### config.mk
export PLATFORM = sky130hd
export DESIGN_NAME = vram_arbiter
export DESIGN_NICKNAME = d
export VERILOG_FILES = /design/src/rtl/vram_arbiter_pkg.sv /design/src/rtl/vram_arbiter.sv
export SDC_FILE = /design/constraint.sdc
export NUM_CORES = 1
export LEC_CHECK = 0
export BUFFER_PORTS_ARGS = -buffer_cell sky130_fd_sc_hd__clkbuf_2
export CORE_MARGIN = 2
export CORE_UTILIZATION = 44
export CTS_CLUSTER_DIAMETER = 100
export CTS_CLUSTER_SIZE = 20
export DETAILED_ROUTE_END_ITERATION = 8
export PLACE_DENSITY = 0.9
export SYNTH_ARGS = -nofsm -noshare
export SYNTH_HDL_FRONTEND = slang
export SYNTH_SLANG_ARGS = --single-unit
### constraint.sdc
create_clock -name clk -period 1.2 [get_ports clk]
set_input_delay 0.06 -clock clk [delete_from_list [all_inputs] [get_ports clk]]
set_output_delay 0.06 -clock clk [all_outputs]
set_load 0.01 [all_outputs]
### src/rtl/vram_arbiter_pkg.sv
// vram_arbiter_pkg: shared VRAM geometry and arbiter state encoding
package vram_arbiter_pkg;
  localparam int VRAM_ADDR_W = 10;
  localparam int VRAM_DATA_W = 8;
  typedef enum logic [2:0] {IDLE, VID_A, VID_D, CPU_WR, CPU_A, CPU_D} vram_arb_state_t;
endpackage

### src/rtl/vram_arbiter.sv
// vram_arbiter: single-port VRAM shared by video fetch (priority) and 8080 CPU
module vram_arbiter
  import vram_arbiter_pkg::*;
#(
  parameter int ADDR_W      = VRAM_ADDR_W,
  parameter int DATA_W      = VRAM_DATA_W,
  parameter bit VBLANK_ONLY = 1'b1
) (
  input  logic              clk,
  input  logic              reset,
  input  logic              vblank,
  input  logic              vid_req,
  input  logic [ADDR_W-1:0] vid_addr,
  output logic [DATA_W-1:0] vid_data,
  output logic              vid_valid,
  output logic              vid_overrun,
  input  logic              cpu_req,
  input  logic              cpu_wr,
  input  logic [ADDR_W-1:0] cpu_addr,
  input  logic [DATA_W-1:0] cpu_wdata,
  output logic [DATA_W-1:0] cpu_rdata,
  output logic              cpu_ready,
  output logic [ADDR_W-1:0] ram_addr,
  output logic              ram_we,
  output logic [DATA_W-1:0] ram_wdata,
  input  logic [DATA_W-1:0] ram_rdata
);
  vram_arb_state_t   r_state;
  logic              r_vid_pend;
  logic [ADDR_W-1:0] r_vid_addr;
  logic              r_cpu_done;
  logic [DATA_W-1:0] r_vid_data;
  logic              r_vid_valid;
  logic              r_vid_overrun;
  logic [DATA_W-1:0] r_cpu_rdata;
  logic              w_new_cpu;
  logic              w_cpu_ok;
  logic              w_cpu_addr;
  assign w_new_cpu  = cpu_req & ~r_cpu_done;
  assign w_cpu_ok   = w_new_cpu & (vblank | !VBLANK_ONLY);
  assign w_cpu_addr = (r_state == CPU_WR) || (r_state == CPU_A);
  assign ram_addr   = (r_state == VID_A) ? r_vid_addr : w_cpu_addr ? cpu_addr : '0;
  // Gate the strobe with reset so a reset landing in CPU_WR never writes
  assign ram_we     = (r_state == CPU_WR) & ~reset;
  assign ram_wdata  = (r_state == CPU_WR) ? cpu_wdata : '0;
  assign cpu_ready  = ~w_new_cpu | reset;
  assign vid_data   = r_vid_data;
  assign vid_valid  = r_vid_valid;
  assign vid_overrun = r_vid_overrun;
  assign cpu_rdata  = r_cpu_rdata;
  always_ff @(posedge clk) begin
    if (reset) begin
      r_state       <= IDLE;
      r_vid_pend    <= 1'b0;
      r_vid_addr    <= '0;
      r_cpu_done    <= 1'b0;
      r_vid_data    <= '0;
      r_vid_valid   <= 1'b0;
      r_vid_overrun <= 1'b0;
      r_cpu_rdata   <= '0;
    end else begin
      if (vid_req) r_vid_addr <= vid_addr;
      r_vid_pend    <= vid_req | (r_vid_pend & (r_state != VID_A));
      r_vid_overrun <= r_vid_overrun | (vid_req & r_vid_pend);
      // Held requests stay marked done until the CPU drops cpu_req
      r_cpu_done    <= cpu_req & (r_cpu_done | (r_state == CPU_WR) | (r_state == CPU_D));
      r_vid_valid   <= r_state == VID_D;
      if (r_state == VID_D) r_vid_data <= ram_rdata;
      if (r_state == CPU_D) r_cpu_rdata <= ram_rdata;
      case (r_state)
        IDLE:    r_state <= (r_vid_pend | vid_req) ? VID_A : w_cpu_ok ? (cpu_wr ? CPU_WR : CPU_A) : IDLE;
        VID_A:   r_state <= VID_D;
        CPU_A:   r_state <= CPU_D;
        default: r_state <= IDLE;
      endcase
    end
  end
endmodule

==> summary.md, run 1 <==
| Metric | Value |
|---|---|
| Run status | `finished, violations left` |
| Failing checks | `negative setup slack` |
| Ys async rst share | `0%` |
| Syn Area/Cell | `9.27 um^2` |
| # fillers | `244` |
| Max cap viols | `0` |
| Share of the synthesized area in the top cell type | `43.7%` |
| Root buffer cell | `clkbuf_4` |
| Clk Latency, worst-skew pair | `330 ps` |
| DRT Pass-1 Iters | `5` |
| Seq cells post-synth | `33` |
| Crit-path max FO | `6` |
| Routed Antenna Nets | `0` |
| CP required | `1140 ps` |
| Clock Skew | `11.6 ps` |
| Share of layout cells above drive strength 1 | `46.9%` |
| Pins over their slew limit | `0` |
| DIE WIDTH | `62.6 um` |
| First-pass GRT wire length | `6.84 mm` |
| Min Tclk post-route | `1520 ps` |
| Worst Tran Pin Value | `448 ps` |
| CTS HTree Levels | `2` |
| CP Data Arrival Time | `1460 ps` |
| Non-Filler Instances | `319` |
| Setup violators final | `29` |
| Num CTS Buffers | `5` |
| GR peak layer | `met2` |
| Die area | `3920 um^2` |
| CTS tree | `yes` |
| Setup Crit Path Kind | `reg -> out` |
| Fin worst setup slack | `-317 ps` |
| Starting Density | `45.6%` |
| Gr ovfl total | `0` |
| Gpl congestion | `0.750` |
| Slew margin rel. | `70.2%` |
| Synth area leader | `dfxtp_1` |
| Clock tree buffer depth | `2` |
| Syn Inst Count | `163` |
| Crit share post-route | `126%` |
| Vias | `1561` |
| Hold violation count in the final report | `0` |
| Achievable clock frequency | `659 MHz` |
| Post-synthesis cell type count | `26` |
| DRT iter0 DRCs | `50` |
| Syn nets | `205` |
| Row count | `21` |
| # IOs | `80` |
| Largest net degree at the start of global routing | `22` |
| Worst setup EP type | `primary output` |
| Final Power | `2.25 mW` |
| Pwr dens | `952 nW/um^2` |
| Multi-input gate area | `821 um^2` |
| Clk sinks | `33` |
| Top post-synthesis cells by area | `dfxtp_1 44%, mux2i_1 17%, nor2_1 7.2%` |
| Total Routing Usage GR | `21.8%` |
| Routed WL | `4.27 mm` |
| Port Buffers | `79` |
| Peak supply drop | `0.000788 V` |
| Dpl cells | `284` |
| Clk slew on worst S/H paths | `110 ps` |
| Mapped cell area | `1510 um^2` |
| Via density | `4.89` |
| Core area | `3310 um^2` |
| # DRC | `0` |
| RSZ-0062 raised after global routing | `true` |
| Final net count | `314` |
| Ys Warns | `0` |
| Initial antenna violation count | `0` |
| Post-synth top cells | `33 x dfxtp_1, 29 x nor2_1, 26 x mux2i_1` |
| GR Layer Usage met1 | `27.0%` |
| Sequential share of the synthesized area | `43.7%` |
| Inserted Diodes | `0` |
| CP Launch Type | `register` |
| Vias in the first global route | `1433` |
| Top_reg_cell synth | `dfxtp_1` |
| Chip height | `62.6 um` |
| Syn-to-layout area delta | `56.5%` |
| Hold crit path type | `in -> reg` |
| M2 GR Usage | `38.0%` |
| Avg WL per Cell | `13.4 um` |
| M3 GR Usage | `5.59%` |
| Leak pwr | `1.17 nW` |
| Sequential Area | `669 um^2` |
| Pre-CTS setup slack | `-64.2 ps` |
| Post-synth EDFFs | `0` |
| Most common cell in the netlist | `dfxtp_1` |
| Detailed placer's ending HPWL | `2.64 mm` |
logic make-up after synthesis:
family	share of synthesized area, %
buffers and inverters	6.54
AOI/OAI and AO/OA	10.5
and+or+nand+nor	22.0
DFF	43.7
muxes	17.2
layout make-up:
class                      instances  share of cell area, %
multi-input combinational        115                   34.7
clock buffer                       5                   1.59
timing repair buffer             117                   32.2
sequential                        33                   28.3
clock inverter                     3                  0.741
tap                               46                   2.44
critical path, stage by stage, from the launching register on:
cell	delay [ps]
dfxtp_4	400
nor2b_4	170
buf_6	130
a22oi_2	70
o21ai_1	160
buf_2	170
path summary, 6_finish.rpt:
kind                from  depth (start not counted)  slack (ps)     endpoint
max           r_state[0]                          5        -320  ram_addr[7]
min               cpu_wr                          3          20   r_state[0]
min reg2reg  vid_overrun                          2         480  vid_overrun
max reg2reg   r_state[2]                          5        -170   r_vid_pend
cell usage in the layout (no fill, tap or decap), types with 2 or more instances in the layout:
| cell type | netlist | final |
|---|---|---|
| nor2b_1 | 4 | 2 |
| nand2_2 | 0 | 5 |
| dlygate4sd3_1 | 0 | 20 |
| mux2i_2 | 0 | 2 |
| clkinv_2 | 0 | 2 |
| nand2_1 | 10 | 5 |
| buf_6 | 3 | 8 |
| nor2b_4 | 1 | 3 |
| buf_4 | 4 | 10 |
| nor4_1 | 2 | 2 |
| and2_1 | 8 | 8 |
| clkbuf_2 | 0 | 63 |
| o21ai_1 | 4 | 8 |
| dfxtp_4 | 0 | 2 |
| buf_2 | 4 | 16 |
| a22oi_2 | 0 | 3 |
| dfxtp_1 | 33 | 30 |
| o21ai_2 | 0 | 2 |
| nor2_1 | 29 | 29 |
| a22oi_1 | 10 | 7 |
| mux2i_1 | 26 | 24 |
| clkbuf_4 | 0 | 5 |
| nor3_1 | 2 | 2 |
| nor3b_2 | 3 | 2 |
stage by stage:
stage                     TNS, ps  hold slack (ps)  util [%]  area (um^2)
after CTS                   -4900             1.27      69.0         2290
after floorplan                 0              204         -         1510
after detailed placement     -297              305      58.8         1950
final                       -5610             16.2      71.4         2360
after global placement          0              295      58.8         1950
after global routing        -7680             12.3      71.4         2360
per-layer routing:
layer	routed length (um)	up-vias
met5	0	-
met4	45	0
met3	327	7
li1	-	783
met2	2010	71
met1	1890	700
registers in the layout (all words and copies together), names as in the netlist:
signal,flops
r_vid_addr,10
cpu_rdata,8
vid_data,8
r_state,3
r_cpu_done,1
r_vid_pend,1
vid_overrun,1
vid_valid,1
what timing repair did:
item,CTS,global route
endpoints found under the setup margin,24,38
hold buffers,19,1
gates resized for setup,27,34
pin swaps,3,5
hold endpoints to repair,24,1
gates cloned,3,1
buffers inserted,3,0
power breakdown:
part	leakage, nW	internal, mW	switching [mW]	total, mW
logic	0.866	0.255	0.216	0.471
registers	0.271	1.14	0.0387	1.18
clock network	0.0310	0.221	0.380	0.600
Power figures use the tool's default switching activity.
==> run 2, diff against run 1 <==
--- a/config.mk
+++ b/config.mk
@@ -5,13 +5,15 @@
 export SDC_FILE = /design/constraint.sdc
 export NUM_CORES = 1
 export LEC_CHECK = 0
+export ABC_AREA = 1
 export BUFFER_PORTS_ARGS = -buffer_cell sky130_fd_sc_hd__clkbuf_2
 export CORE_MARGIN = 2
-export CORE_UTILIZATION = 44
+export CORE_UTILIZATION = 43
 export CTS_CLUSTER_DIAMETER = 100
 export CTS_CLUSTER_SIZE = 20
 export DETAILED_ROUTE_END_ITERATION = 8
-export PLACE_DENSITY = 0.9
+export PLACE_DENSITY = 0.89
+export SETUP_SLACK_MARGIN = 0.2
 export SYNTH_ARGS = -nofsm -noshare
 export SYNTH_HDL_FRONTEND = slang
 export SYNTH_SLANG_ARGS = --single-unit
==> summary.md, run 2 <==
| Metric | Value |
|---|---|
| Ys Warns | `0 (unchanged)` |
| # DRC | `0 (unchanged)` |
| Cell Chain, Critical Path | `buf_6 -> nand3_4 -> o21ai_4 -> nand2_1 -> o21ai_1 -> buf_2` |
| Peak supply drop | `0.000792 V (+0.45%)` |
| Leak pwr | `1.07 nW (-8.7%)` |
| Root buffer cell | `clkbuf_4` |
| Buf/Inv on CP | `2 (unchanged)` |
| Setup Crit Path Kind | `reg -> out` |
| Seq cells post-synth | `33 (unchanged)` |
| Run status | `finished, violations left` |
| First-pass GRT wire length | `6.15 mm (-10%)` |
| Largest register FFs | `10 (unchanged)` |
| Clock tree buffer depth | `2 (unchanged)` |
| WP depth | `6 (+1)` |
| Initial antenna violation count | `0 (unchanged)` |
| CTS tree | `yes` |
| Top cell family by delay on the critical path | `flip-flops` |
| CP Data Arrival Time | `1420 ps (-40 ps)` |
| Fin worst setup slack | `-277 ps (+40.0 ps)` |
| Port Buffers | `79 (unchanged)` |
| Hold slack final | `10.9 ps (-5.32 ps)` |
| Clk slew on worst S/H paths | `100 ps (about the same)` |
| # fillers | `252 (+3.3%)` |
| Crit-path max FO | `5 (-1)` |
| Syn-to-layout area delta | `59.6%` |
| Vias | `1641 (+5.1%)` |
| Worst setup EP type | `primary output` |
| Post-synth top cells | `38 x inv_1, 33 x dfxtp_1, 29 x a21oi_1` |
| Failing checks | `negative setup slack` |
| Min Tclk post-route | `1480 ps (-40.0 ps)` |
| Synth area leader | `dfxtp_1` |
| Share of layout cells above drive strength 1 | `47.8% (+0.86 points)` |
| Most frequent cells in the layout | `64 x clkbuf_2, 37 x inv_1, 29 x dfxtp_1, 27 x a21oi_1, 16 x o21ai_1` |
| Non-Filler Instances | `333 (+4.4%)` |
| CP required | `1140 ps (about the same)` |
| Largest net degree at the start of global routing | `22 (unchanged)` |
| Pwr dens | `1130 nW/um^2 (+19%)` |
| Most common cell in the netlist | `inv_1` |
| Pins over their slew limit | `0 (unchanged)` |
| Clock Skew | `7.54 ps (-4.09 ps)` |
| Hold violation count in the final report | `0 (unchanged)` |
| Top_reg_cell synth | `dfxtp_1` |
| Gr ovfl total | `0 (unchanged)` |
| Share of the synthesized area in the top cell type | `46.9% (+3.1 points)` |
| Ys async rst share | `0% (unchanged)` |
| Vias in the first global route | `1397 (-2.5%)` |
| Clk Latency, worst-skew pair | `330 ps (about the same)` |
| CTS HTree Levels | `2 (unchanged)` |
| Gpl congestion | `0.719 (-4.1%)` |
| Syn nets | `234 (+14%)` |
| Die area | `3750 um^2 (-4.2%)` |
| Top post-synthesis cells by area | `dfxtp_1 47%, a21oi_1 10%, inv_1 10%` |
| Post-synth EDFFs | `0 (unchanged)` |
| DIE WIDTH | `61.3 um (-2.1%)` |
| DRT iter0 DRCs | `41 (-18%)` |
| Detailed placer's ending HPWL | `2.47 mm (-6.5%)` |
| # IOs | `80 (unchanged)` |
| Dpl cells | `309 (+8.8%)` |
| Reg2Reg Depth | `5 (unchanged)` |
| Via density | `4.93 (+0.71%)` |
| Slowest cell delay on critical path | `380 ps (-20 ps)` |
| Worst Tran Pin Value | `532 ps (+84.3 ps)` |
| Starting Density | `45.8% (+0.20 points)` |
| Row count | `20 (-4.8%)` |
| Max cap viols | `0 (unchanged)` |
| Setup TNS | `-4330 ps (+1280 ps)` |
| Sequential share of the synthesized area | `46.9% (+3.1 points)` |
| Slew margin rel. | `64.5% (-5.7 points)` |
| Crit-path slowest cell | `dfxtp_4` |
| Hold depth | `3 (unchanged)` |
| Routed Antenna Nets | `0 (unchanged)` |
| Num CTS Buffers | `5 (unchanged)` |
| Commonest non-fill, non-tap cell in the layout | `clkbuf_2` |
| Crit share post-route | `123% (-3.3 points)` |
| Total Routing Usage GR | `22.5% (+0.61 points)` |
| Hold crit path type | `in -> reg` |
| DRT Pass-1 Iters | `4 (-1)` |
| RSZ-0062 raised after global routing | `true` |
| Chip height | `61.3 um (-2.1%)` |
| Setup violators final | `26 (-10%)` |
| Post-synthesis cell type count | `16 (-38%)` |
| Routed WL | `4.30 mm (+0.59%)` |
| Mapped cell area | `1410 um^2 (-6.6%)` |
| Syn Area/Cell | `7.34 um^2 (-21%)` |
| Syn Inst Count | `192 (+18%)` |
| Inserted Diodes | `0 (unchanged)` |
| Core area | `3080 um^2 (-7.0%)` |
| Final net count | `330 (+5.1%)` |
| Avg WL per Cell | `12.9 um (-3.6%)` |
| Achievable clock frequency | `677 MHz (+2.7%)` |
| Clk sinks | `33 (unchanged)` |
| Largest Register | `r_vid_addr` |
| CP Launch Type | `register` |
| Utilization after layout | `73.1% (+1.7 points)` |
run 2: cell types whose count changed after synthesis, sizes merged, moves of 3 or more:
| cell | delta |
|---|---|
| inv | +42 |
| a21oi | +27 |
| o21ai | +27 |
| mux2i | -26 |
| nor2 | -12 |
| a22oi | -10 |
| and2 | -8 |
| nand3 | +8 |
| nand2 | +5 |
| nor2b | -5 |
| buf | -4 |
| nor3b | -3 |
run 2: final timing paths:
path / from / end / slack [ps]
worst max-delay path: r_state[0] / ram_addr[4] / -280
worst max register to register: r_state[0] / vid_data[5] / -90
worst min-delay path: ram_rdata[7] / cpu_rdata[7] / 10
worst min register to register: cpu_rdata[5] / cpu_rdata[5] / 450
run 2: per-layer routing:
layer	vias up	share of wire, %	wire (um)	track usage, %
met5	-	0	0	0
met4	0	2.7	115	13.0
met3	13	5.3	228	6.51
met2	61	51	2200	35.9
met1	763	41	1750	26.9
li1	804	-	-	-
run 2: cell type report:
type / count / area [um^2] / area share, %
Multi-Input combinational cell: 111 / 692 / 30.7
Clock buffer: 7 / 55.1 / 2.45
Timing Repair Buffer: 95 / 576 / 25.6
Inverter: 42 / 170 / 7.56
Sequential cell: 33 / 673 / 29.9
Clock inverter: 1 / 30.0 / 1.33
Tap cell: 44 / 55.1 / 2.45
run 2: kinds of logic (layout without fill, tap and decap cells):
logic type,count (synthesis),count (layout),share of synthesized area [%]
buf+inv,51,145,15.4
compound gates,67,68,24.9
simple gates,41,43,12.8
flops,33,33,46.8
run 2: power breakdown:
group          total, mW  internal [mW]  switching, mW
registers           1.18           1.15         0.0323
logic              0.498          0.223          0.276
clock network      0.864          0.498          0.366
total               2.55           1.87          0.674
run 2: worst min-delay path: cells and delay by family:
| family | cells | cell delay [ps] |
|---|---|---|
| compound gates | 2 | 140 |
| buf+inv | 1 | 100 |
run 2: what timing repair did:
item / 4_1_cts / 5_1_grt
setup buffers: 6 / 2
hold endpoints to repair: 5 / 2
gates resized for setup: 31 / 46
pin swaps: 4 / 12
cloned: 4 / 0
hold buffers: 2 / 2
setup endpoints to repair: 38 / 41
run 2: metrics by stage:
| step | setup WS, ps | power, mW | instance area, um^2 |
|---|---|---|---|
| CTS | -238 | 2.49 | 2110 |
| detailed placement | 7.49 | 1.56 | 1820 |
| global route | -348 | 2.67 | 2250 |
| finish | -277 | 2.55 | 2250 |
| floorplan | 217 | 1.41 | 1410 |
| global placement | 42.0 | 1.55 | 1820 |
==> run 3, diff against run 2 <==
--- a/config.mk
+++ b/config.mk
@@ -5,14 +5,13 @@
 export SDC_FILE = /design/constraint.sdc
 export NUM_CORES = 1
 export LEC_CHECK = 0
-export ABC_AREA = 1
 export BUFFER_PORTS_ARGS = -buffer_cell sky130_fd_sc_hd__clkbuf_2
 export CORE_MARGIN = 2
-export CORE_UTILIZATION = 43
+export CORE_UTILIZATION = 44
 export CTS_CLUSTER_DIAMETER = 100
 export CTS_CLUSTER_SIZE = 20
 export DETAILED_ROUTE_END_ITERATION = 8
-export PLACE_DENSITY = 0.89
+export PLACE_DENSITY = 0.9
 export SETUP_SLACK_MARGIN = 0.2
 export SYNTH_ARGS = -nofsm -noshare
 export SYNTH_HDL_FRONTEND = slang
==> summary.md, run 3 (synthesized netlist as in run 1, its figures left out) <==
| Metric | Value |
|---|---|
| Num CTS Buffers | `5 (unchanged)` |
| RSZ-0062 raised after global routing | `true` |
| Achievable clock frequency | `666 MHz (-1.6%)` |
| Net Sw Power | `0.682 mW (+1.2%)` |
| CP required | `1140 ps (about the same)` |
| Met2 WL | `2.42 mm (+10%)` |
| Utilization after layout | `76.9% (+3.8 points)` |
| Run status | `finished, violations left` |
| Final Power | `2.45 mW (-3.9%)` |
| CTS tree | `yes` |
| Post-layout instance area | `2550 um^2 (+13%)` |
| Crit-path max FO | `5 (unchanged)` |
| Setup violators final | `39 (+50%)` |
| Leak pwr | `1.24 nW (+16%)` |
| Met3 WL | `423 um (+86%)` |
| Port Buffers | `79 (unchanged)` |
| Inserted Diodes | `0 (unchanged)` |
| Slowest cell delay on critical path | `380 ps (about the same)` |
| Hold slack final | `43.4 ps (+32.5 ps)` |
| Crit share post-route | `125% (+1.9 points)` |
| DRT Pass-1 Iters | `4 (unchanged)` |
| Clk slew on worst S/H paths | `100 ps (about the same)` |
| # DRC | `0 (unchanged)` |
| Root buffer cell | `clkbuf_4` |
| Commonest non-fill, non-tap cell in the layout | `clkbuf_2` |
| Switching part of the total power | `27.9% (+1.4 points)` |
| Clock Power Share | `30.0% (-3.9 points)` |
| Pwr dens | `960 nW/um^2 (-15%)` |
| Gate power share | `21.7% (+2.1 points)` |
| Setup Crit Path Kind | `reg -> out` |
| Vias in the first global route | `1561 (+12%)` |
| Buf/Inv on CP | `2 (unchanged)` |
| Min Tclk post-route | `1500 ps (+23.3 ps)` |
| Total Routing Usage GR | `23.9% (+1.5 points)` |
| CTS HTree Levels | `2 (unchanged)` |
| Routed Antenna Nets | `0 (unchanged)` |
| Gpl congestion | `0.731 (+1.7%)` |
| Starting Density | `45.6% (-0.20 points)` |
| Row count | `21 (+5.0%)` |
| Die area | `3920 um^2 (+4.4%)` |
| Int Pwr | `1.76 mW (-5.8%)` |
| Clock Skew | `15.6 ps (+8.04 ps)` |
| Via density | `5.15 (+4.6%)` |
| DRT iter0 DRCs | `69 (+68%)` |
| Fin worst setup slack | `-301 ps (-23.3 ps)` |
| Max cap viols | `0 (unchanged)` |
| Flop pwr share | `48.2% (+1.7 points)` |
| Clk sinks | `33 (unchanged)` |
| Most frequent cells in the layout | `60 x clkbuf_2, 29 x nor2_1, 29 x dfxtp_1, 23 x mux2i_1` |
| Hold crit path type | `in -> reg` |
| Syn-to-layout area delta | `68.7%` |
| # IOs | `80 (unchanged)` |
| Peak supply drop | `0.000681 V (-14%)` |
| Crit-path slowest cell | `dfxtp_4` |
| Core area | `3310 um^2 (+7.6%)` |
| DIE WIDTH | `62.6 um (+2.2%)` |
| Largest net degree at the start of global routing | `23 (+4.5%)` |
| Failing checks | `negative setup slack` |
| Pins over their slew limit | `0 (unchanged)` |
| Cell Chain, Critical Path | `and3b_2 -> buf_6 -> nand2_1 -> o21ai_1 -> buf_2` |
| Top cell family by delay on the critical path | `flip-flops` |
| Clk Latency, worst-skew pair | `350 ps (+20 ps)` |
| Slew margin rel. | `75.6% (+11 points)` |
| Worst setup EP type | `primary output` |
| Met1 WL | `1.84 mm (+5.0%)` |
| Share of layout cells above drive strength 1 | `53.2% (+5.5 points)` |
| Final net count | `321 (-2.7%)` |
| Routed WL | `4.87 mm (+13%)` |
| Clock tree buffer depth | `2 (unchanged)` |
| Initial antenna violation count | `0 (unchanged)` |
| Chip height | `62.6 um (+2.2%)` |
| Largest register FFs | `10 (unchanged)` |
| Dpl cell area | `1970 um^2 (+8.3%)` |
| Largest Register | `r_vid_addr` |
| Top Metal Used | `met4` |
| Detailed placer's ending HPWL | `2.61 mm (+5.6%)` |
| Gr ovfl total | `0 (unchanged)` |
| Worst Tran Pin Value | `367 ps (-165 ps)` |
| Avg WL per Cell | `14.9 um (+16%)` |
| Vias | `1680 (+2.4%)` |
| CP Launch Type | `register` |
| Hold violation count in the final report | `0 (unchanged)` |
| First-pass GRT wire length | `7.27 mm (+18%)` |
| CP Data Arrival Time | `1440 ps (+20 ps)` |
## run 3: changes by cell type in the layout (fill, tap and decap cells not counted), moves of 6 or more
cell | previous run | this run
a21oi_1 | 27 | 2
a22oi_2 | 0 | 8
and2_1 | 0 | 8
buf_2 | 12 | 19
buf_6 | 8 | 16
dlygate4sd3_1 | 4 | 19
inv_1 | 37 | 0
mux2i_1 | 0 | 23
nand2_1 | 13 | 5
nor2_1 | 9 | 29
nor2_2 | 6 | 0
o21ai_0 | 13 | 0
o21ai_1 | 16 | 7
## run 3: timing repair
item	in CTS	in global routing
cloned	3	1
endpoints found under the setup margin	40	42
hold buffers	19	0
hold endpoints to repair	26	0
buffers inserted	5	4
pin swaps	6	14
resized for setup	37	42
## run 3: worst paths after layout
| path | to | cells after the start | start | slack [ps] |
|---|---|---|---|---|
| hold / removal | r_state[0] | 3 | cpu_wr | 40 |
| setup / recovery | ram_addr[8] | 5 | r_state[2] | -300 |
| hold reg to reg | vid_overrun | 2 | vid_overrun | 500 |
| setup reg to reg | vid_data[1] | 6 | r_state[2] | -250 |
## run 3: metrics by stage
stage,std cells,worst slack [ps],TNS (ps)
floorplan,163,105,0
detailed placement,286,-1.49,-1.49
finish,326,-301,-8150
global placement,286,41.9,0
CTS,321,-256,-4580
global route,326,-349,-10280
## run 3: layout make-up
class,instances,area (um^2)
clock buffers,7,65.1
clock inverters,1,5.00
fillers,216,763
multi-input cells,115,906
flip-flops and latches,33,673
well taps,46,57.6
repair buffers,124,841
## run 3: power groups by stage
stage	Clock [mW]	Combinational (mW)	Sequential (mW)
6_report	0.735	0.531	1.18
5_1_grt	0.799	0.567	1.19
4_1_cts	0.731	0.474	1.18
3_5_place_dp	0	0.352	1.20
3_3_place_gp	0	0.346	1.20
2_1_floorplan	0	0.208	1.20
## run 3: layer usage
layer,track usage [%],vias to the layer above
met5,0,-
met4,12.8,0
met3,6.31,22
met2,41.5,98
met1,26.6,768
li1,-,792
## run 3: tightest hold or removal path, stage by stage
cell and delay [ps]:
clkbuf_2 110, nand3_2 100, a2111oi_4 70
